### src/rtl/if_id_skid_buffer.sv
// IF/ID two-entry elastic buffer: main register feeds decode, skid register absorbs one stalled fetch.
// Latency 1 cycle from accept to id_valid; if_ready comes from registered state only, so it drops
// the cycle after decode stalls with an entry in flight. Optional counters under IFID_PERF_CNT_EN.
module if_id_skid_buffer #(
    parameter logic [31:0] NOP = 32'h0000_0000
) (
    input  logic        clk,
    input  logic        rst,
    input  logic        if_valid,
    input  logic [31:0] if_instruction,
    input  logic [31:0] if_pc_plus4,
    output logic        if_ready,
    output logic        id_valid,
    output logic [31:0] id_instruction,
    output logic [31:0] id_pc_plus4,
    input  logic        id_ready,
    input  logic        flush
`ifdef IFID_PERF_CNT_EN
    ,
    output logic [31:0] stall_cycles,
    output logic [15:0] flush_count
`endif
);

    typedef enum logic [1:0] {
        EMPTY = 2'd0,
        ONE   = 2'd1,
        TWO   = 2'd2
    } state_t;

    state_t      state_q, state_d;
    logic [31:0] main_instr_q, main_instr_d;
    logic [31:0] main_pc_q, main_pc_d;
    logic [31:0] skid_instr_q, skid_instr_d;
    logic [31:0] skid_pc_q, skid_pc_d;
    logic        accept;
    logic        consume;

    assign if_ready       = (state_q != TWO);
    assign id_valid       = (state_q != EMPTY);
    assign id_instruction = main_instr_q;
    assign id_pc_plus4    = main_pc_q;

    assign accept  = if_valid & if_ready;
    assign consume = id_valid & id_ready;

    always_comb begin
        state_d      = state_q;
        main_instr_d = main_instr_q;
        main_pc_d    = main_pc_q;
        skid_instr_d = skid_instr_q;
        skid_pc_d    = skid_pc_q;
        if (flush) begin
            // Skid contents are simply abandoned; state marks them invalid.
            state_d      = EMPTY;
            main_instr_d = NOP;
            main_pc_d    = 32'h0;
        end else begin
            unique case (state_q)
                EMPTY: begin
                    if (accept) begin
                        state_d      = ONE;
                        main_instr_d = if_instruction;
                        main_pc_d    = if_pc_plus4;
                    end
                end
                ONE: begin
                    if (accept && consume) begin
                        main_instr_d = if_instruction;
                        main_pc_d    = if_pc_plus4;
                    end else if (accept) begin
                        state_d      = TWO;
                        skid_instr_d = if_instruction;
                        skid_pc_d    = if_pc_plus4;
                    end else if (consume) begin
                        state_d      = EMPTY;
                        main_instr_d = NOP;
                        main_pc_d    = 32'h0;
                    end
                end
                TWO: begin
                    if (consume) begin
                        state_d      = ONE;
                        main_instr_d = skid_instr_q;
                        main_pc_d    = skid_pc_q;
                    end
                end
                default: begin
                    state_d      = EMPTY;
                    main_instr_d = NOP;
                    main_pc_d    = 32'h0;
                end
            endcase
        end
    end

    always_ff @(posedge clk or posedge rst) begin
        if (rst) begin
            state_q      <= EMPTY;
            main_instr_q <= NOP;
            main_pc_q    <= 32'h0;
            skid_instr_q <= 32'h0;
            skid_pc_q    <= 32'h0;
        end else begin
            state_q      <= state_d;
            main_instr_q <= main_instr_d;
            main_pc_q    <= main_pc_d;
            skid_instr_q <= skid_instr_d;
            skid_pc_q    <= skid_pc_d;
        end
    end

`ifdef IFID_PERF_CNT_EN
    logic [31:0] stall_cycles_q;
    logic [15:0] flush_count_q;

    assign stall_cycles = stall_cycles_q;
    assign flush_count  = flush_count_q;

    always_ff @(posedge clk or posedge rst) begin
        if (rst) begin
            stall_cycles_q <= 32'h0;
            flush_count_q  <= 16'h0;
        end else begin
            if (if_valid && !if_ready) begin
                stall_cycles_q <= stall_cycles_q + 32'd1;
            end
            // Flush count saturates; stall count wraps.
            if (flush && (flush_count_q != 16'hFFFF)) begin
                flush_count_q <= flush_count_q + 16'd1;
            end
        end
    end
`endif

endmodule
### config.mk
export PLATFORM = sky130hd
export DESIGN_NAME = if_id_skid_buffer
export DESIGN_NICKNAME = d
export VERILOG_FILES = /design/src/rtl/if_id_skid_buffer.sv
export SDC_FILE = /design/constraint.sdc
export NUM_CORES = 1
export LEC_CHECK = 0
export ABC_CLOCK_PERIOD_IN_PS = 4100
export CORE_MARGIN = 2
export CORE_UTILIZATION = 45
export DETAILED_ROUTE_END_ITERATION = 8
export GPL_ROUTABILITY_DRIVEN = 0
export GPL_TIMING_DRIVEN = 0
export PLACE_DENSITY = 0.76
export SYNTH_ARGS = -nofsm -noshare
export SYNTH_HDL_FRONTEND = slang
export SYNTH_SLANG_ARGS = --single-unit
### constraint.sdc
create_clock -name clk -period 4.1 [get_ports clk]
set_clock_uncertainty 0.2 [all_clocks]
set_input_delay 0.82 -clock clk [delete_from_list [all_inputs] [get_ports clk]]
set_output_delay 0.82 -clock clk [all_outputs]
set_load 0.1 [all_outputs]
# Word-level counts from Yosys, hierarchy flattened
# Cells that the tools add are included.
dict set report word_totals {
  inputBits 69
  ff_bits 130
  output_inout_bits 66
}
dict set report classes {
  reduce_logical 6
  bitwise_logic 4
  eq_ne 9
  mux 19
}
# operator count
set op_table {}
lappend op_table {{2-to-1 mux 32 bit} 10}
lappend op_table {{one-hot mux 32 bit (3 select lines)} 2}
lappend op_table {{2-to-1 mux 2 bit} 6}
lappend op_table {{!= test 4 bit (second input constant)} 3}
lappend op_table {{AND reduction 4 bit} 3}
lappend op_table {{!= test 3 bit (second input constant)} 3}
lappend op_table {{one-hot mux 2 bit (3 select lines)} 1}
lappend op_table {{bitwise AND 1 bit} 2}
lappend op_table {{== test 2 x 1 -> 1 bit (second input constant)} 1}
lappend op_table {{== test 2 bit (second input constant)} 1}
lappend op_table {{logical NOT 2 bit} 1}
lappend op_table {{!= test 2 bit (second input constant)} 1}
lappend op_table {{NOT 1 bit} 2}
lappend op_table {{nonzero test 2 bit} 1}
lappend op_table {{logical AND 1 bit} 1}

# Longest topological paths before layout
dict set report depth {
  ltp_word 7
  mapped_depth 6
  depth_no_buf 4
}

# Least setup slack after synthesis
# Ideal clock, no wire load.
dict set report synth_timing {
  kind {flip-flop to output port}
  from {reg state_q[1]}
  to {out if_ready}
  stages_incl_launch_ff 4
  slack_ps 1738
  path_buffers 1
  t_arrival_ps 1342
  cell_sequence {dfrtp_1 buf_2 and2b_1 inv_1}
}
dict set report synth_via {
  elab_chain_cells 1
}
# element line
set synth_rtl {}
lappend synth_rtl {{from (decl)} 31} ;# state_t state_q, state_d;
lappend synth_rtl {{from (signal assigned)} 105} ;# state_q <= state_d;
lappend synth_rtl {{!= test 2 bit} 39} ;# assign if_ready = (state_q != TWO);
lappend synth_rtl {{to (decl)} 12} ;# output logic if_ready,
# Every way passes these cells.

# Final worst setup path
# Ends and elaborated chain as after synthesis.

==> flow_metrics.py <==
metrics = {
    "run_status": {
        "outcome": "complete, no violations",
    },
    "hold_path": {
        "hold_path_class": "reg -> reg",
    },
    "sta": {
        "fmax_mhz": 289,
        "setup_viol": 0,
        "worst_pin_slew_ns": 1.03,
        "drv_slew": 0,
        "hold_viol": 0,
        "setup_tns_ns": 0,
        "slew_headroom": 0.314,
        "min_period_ns": 3.47,
        "finalCritPeriodShare": 0.845,
        "rsz0062_at_grt": "no",
    },
    "flow_run": {
        "cap_violations": 0,
    },
    "clocking": {
        "clk_latency_ns": 0.42,
        "cts_root_buf": "clkbuf_16",
        "cts_setup_buffers": 0,
        "cts_tree": "built",
        "h-tree-depth": 4,
        "cts.sinks": 130,
        "clk_path_buf_depth": 2,
        "numCtsBuffers": 17,
        "ctsResizeCount": 0,
        "clk_pin_slew_worst_paths_ns": 0.06,
        "cts_hold_buf": 0,
    },
    "yosys": {
        "synth_nets": 452,
        "yosysWarnings": 0,
        "syn_inst": 383,
        "synthDistinctLibCells": 23,
        "synth_seq_cells": 130,
        "synth_area_per_cell_um2": 15.0,
        "netlist_area_mm2": 0.00574,
        "seq_area_frac_synth": 0.567,
    },
    "critical_path": {
        "critPathMaxStageDelay_ns": 1.16,
        "required_ns": 3.08,
        "worstPathCellList": "buf_2, and2b_1, inv_1, clkdlybuf4s50_1",
        "cp-end-kind": "output port",
        "crit_arrival_ns": 2.45,
        "worstPathMaxFanout": 8,
        "crit_family": "buffers and inverters",
        "crit_buf_inv": 3,
        "critPathKind": "reg -> out",
        "start_kind": "flop",
        "crit_slowest_cell": "clkdlybuf4s50_1",
    },
    "grt": {
        "grt.total_usage": 0.234,
        "grt_max_degree": 39,
        "grt_pass1_vias": 4506,
        "overflow": 0,
        "grt_pass1_wl_mm": 24.2,
        "antenna_found_initial": 0,
    },
    "routing": {
        "drc": 0,
        "ant_nets": 0,
        "drt_iter0_markers": 306,
        "via_per_inst": 5.76,
        "dr.pass1.iters": 5,
        "via_count": 4168,
        "avgRoutedWirePerCell_um": 20.8,
        "drt-total-wl_mm": 15.1,
    },
    "die": {
        "ios": 135,
        "die_x_um": 117,
        "dieArea_mm2": 0.0137,
        "initial_core_util": 0.459,
        "placementRows": 41,
        "fp.dieH_um": 117,
        "core-area_mm2": 0.0125,
    },
    "final_layout": {
        "most-common-layout-cells": "clkdlybuf4s50_1, dfrtp_1, a32oi_1, o2bb2ai_1, mux2_4",
        "fill_cells": 970,
        "fin_util": 0.638,
        "layout_commonest_cell": "clkdlybuf4s50_1",
        "area_delta_synth_final_pct": 39.2,
        "diodes": 0,
        "fin_nets": 608,
        "final_layout_size_suffix_gt1_frac": 0.230,
    },
    "power": {
        "p_total_w": 0.00433,
        "p_leak_nw": 3.45,
        "p_per_area_mw_per_mm2": 542,
        "ir_drop_mv": 0.309,
    },
    "placement": {
        "dp_hpwl_mm": 9.82,
        "portBuffers": 134,
    },
}
## layer usage
| layer | global-route usage | routed length [um] | up-vias | share of wire |
|---|---|---|---|---|
| met2 | 0.365 | 7040 | 164 | 0.47 |
| met5 | 0 | 0 | - | 0 |
| met1 | 0.312 | 6760 | 2124 | 0.45 |
| met4 | 0.104 | 386 | 0 | 0.026 |
| li1 | - | - | 1854 | - |
| met3 | 0.0577 | 901 | 26 | 0.060 |
## registers in the layout, summed over array words and instances, names as in the netlist
signal          cells
skid_pc_q          32
id_pc_plus4        32
skid_instr_q       32
state_q             2
id_instruction     32
## report_power, final
group | total, W | internal, W | switching [W]
combinational | 0.00106 | 0.000449 | 0.000606
sequential | 0.00166 | 0.00152 | 0.000146
clock | 0.00161 | 0.00106 | 0.000549
## path summary, 6_finish.rpt
path / start / end / slack, ns / cells past startpoint
worst max-delay path: state_q[1] / if_ready / 0.63 / 4
worst min-delay path: id_instruction[27] / id_instruction[27] / 0.29 / 1
worst max register to register: state_q[0] / id_pc_plus4[29] / 1.91 / 4
worst min register to register: id_instruction[27] / id_instruction[27] / 0.29 / 1
max in group asynchronous: rst / skid_instr_q[12] / 2.22 / 4
min in group asynchronous: rst / state_q[0] / 0.66 / 2
## cells by family (layout without fill, tap and decap cells)
kind of cell / after synthesis / after routing / share of synthesized area
AO/OA/AOI/OAI: 134 / 134 / 0.208
buffers and inverters: 44 / 213 / 0.0477
flip-flops: 130 / 130 / 0.567
multiplexers: 66 / 66 / 0.168
AND/OR/NAND/NOR: 9 / 9 / 0.00937
## per-stage QoR
stage	cell area [um^2]	hold slack (ns)	cells	setup WS (ns)
6_report	7990	0.286	724	0.634
5_1_grt	7990	0.306	724	0.536
4_1_cts	7990	0.291	724	0.593
3_5_place_dp	7360	0.273	692	1.04
3_3_place_gp	7300	0.271	689	0.377
2_1_floorplan	5740	0.280	383	1.47
## area by class of cell
type | instances | area (um^2) | share of cell area
Clock buffer | 22 | 474 | 0.0593
Buffer | 40 | 259 | 0.0324
Sequential cell | 130 | 3250 | 0.407
Tap cell | 172 | 215 | 0.0269
Clock inverter | 10 | 155 | 0.0194
Multi-Input combinational cell | 209 | 2210 | 0.277
Timing Repair Buffer | 137 | 1400 | 0.175
Inverter | 4 | 18.8 | 0.00235
## cell usage after synthesis
| cell | number | share of area |
|---|---|---|
| buf_6 | 13 | 0.026 |
| inv_1 | 3 | 0.0020 |
| a32oi_2 | 1 | 0.0028 |
| or3b_2 | 1 | 0.0015 |
| and2b_1 | 1 | 0.0013 |
| buf_2 | 9 | 0.0078 |
| nor2_1 | 2 | 0.0013 |
| nand2_1 | 1 | 0.00065 |
| mux2i_1 | 1 | 0.0017 |
| a21oi_1 | 2 | 0.0017 |
| mux2_4 | 60 | 0.16 |
| o2bb2ai_1 | 64 | 0.098 |
| dfrtp_1 | 130 | 0.57 |
| or2_2 | 1 | 0.0011 |
| o21a_1 | 1 | 0.0013 |
| o32ai_4 | 1 | 0.0048 |
| clkbuf_1 | 18 | 0.012 |
| a21bo_2 | 1 | 0.0017 |
| nand3b_1 | 1 | 0.0013 |
| inv_2 | 1 | 0.00065 |
| or2_1 | 2 | 0.0022 |
| a32oi_1 | 64 | 0.098 |
| mux2_2 | 5 | 0.0098 |
## worst reg2reg max path, delay by kind of cell (launching register included)
kind / cells / cell delay (ns)
multiplexers: 1 / 0.40
AO/OA/AOI/OAI: 2 / 0.68
flip-flops: 1 / 0.43
buffers and inverters: 1 / 0.36
No activity file was read; power rests on OpenSTA's default activity.
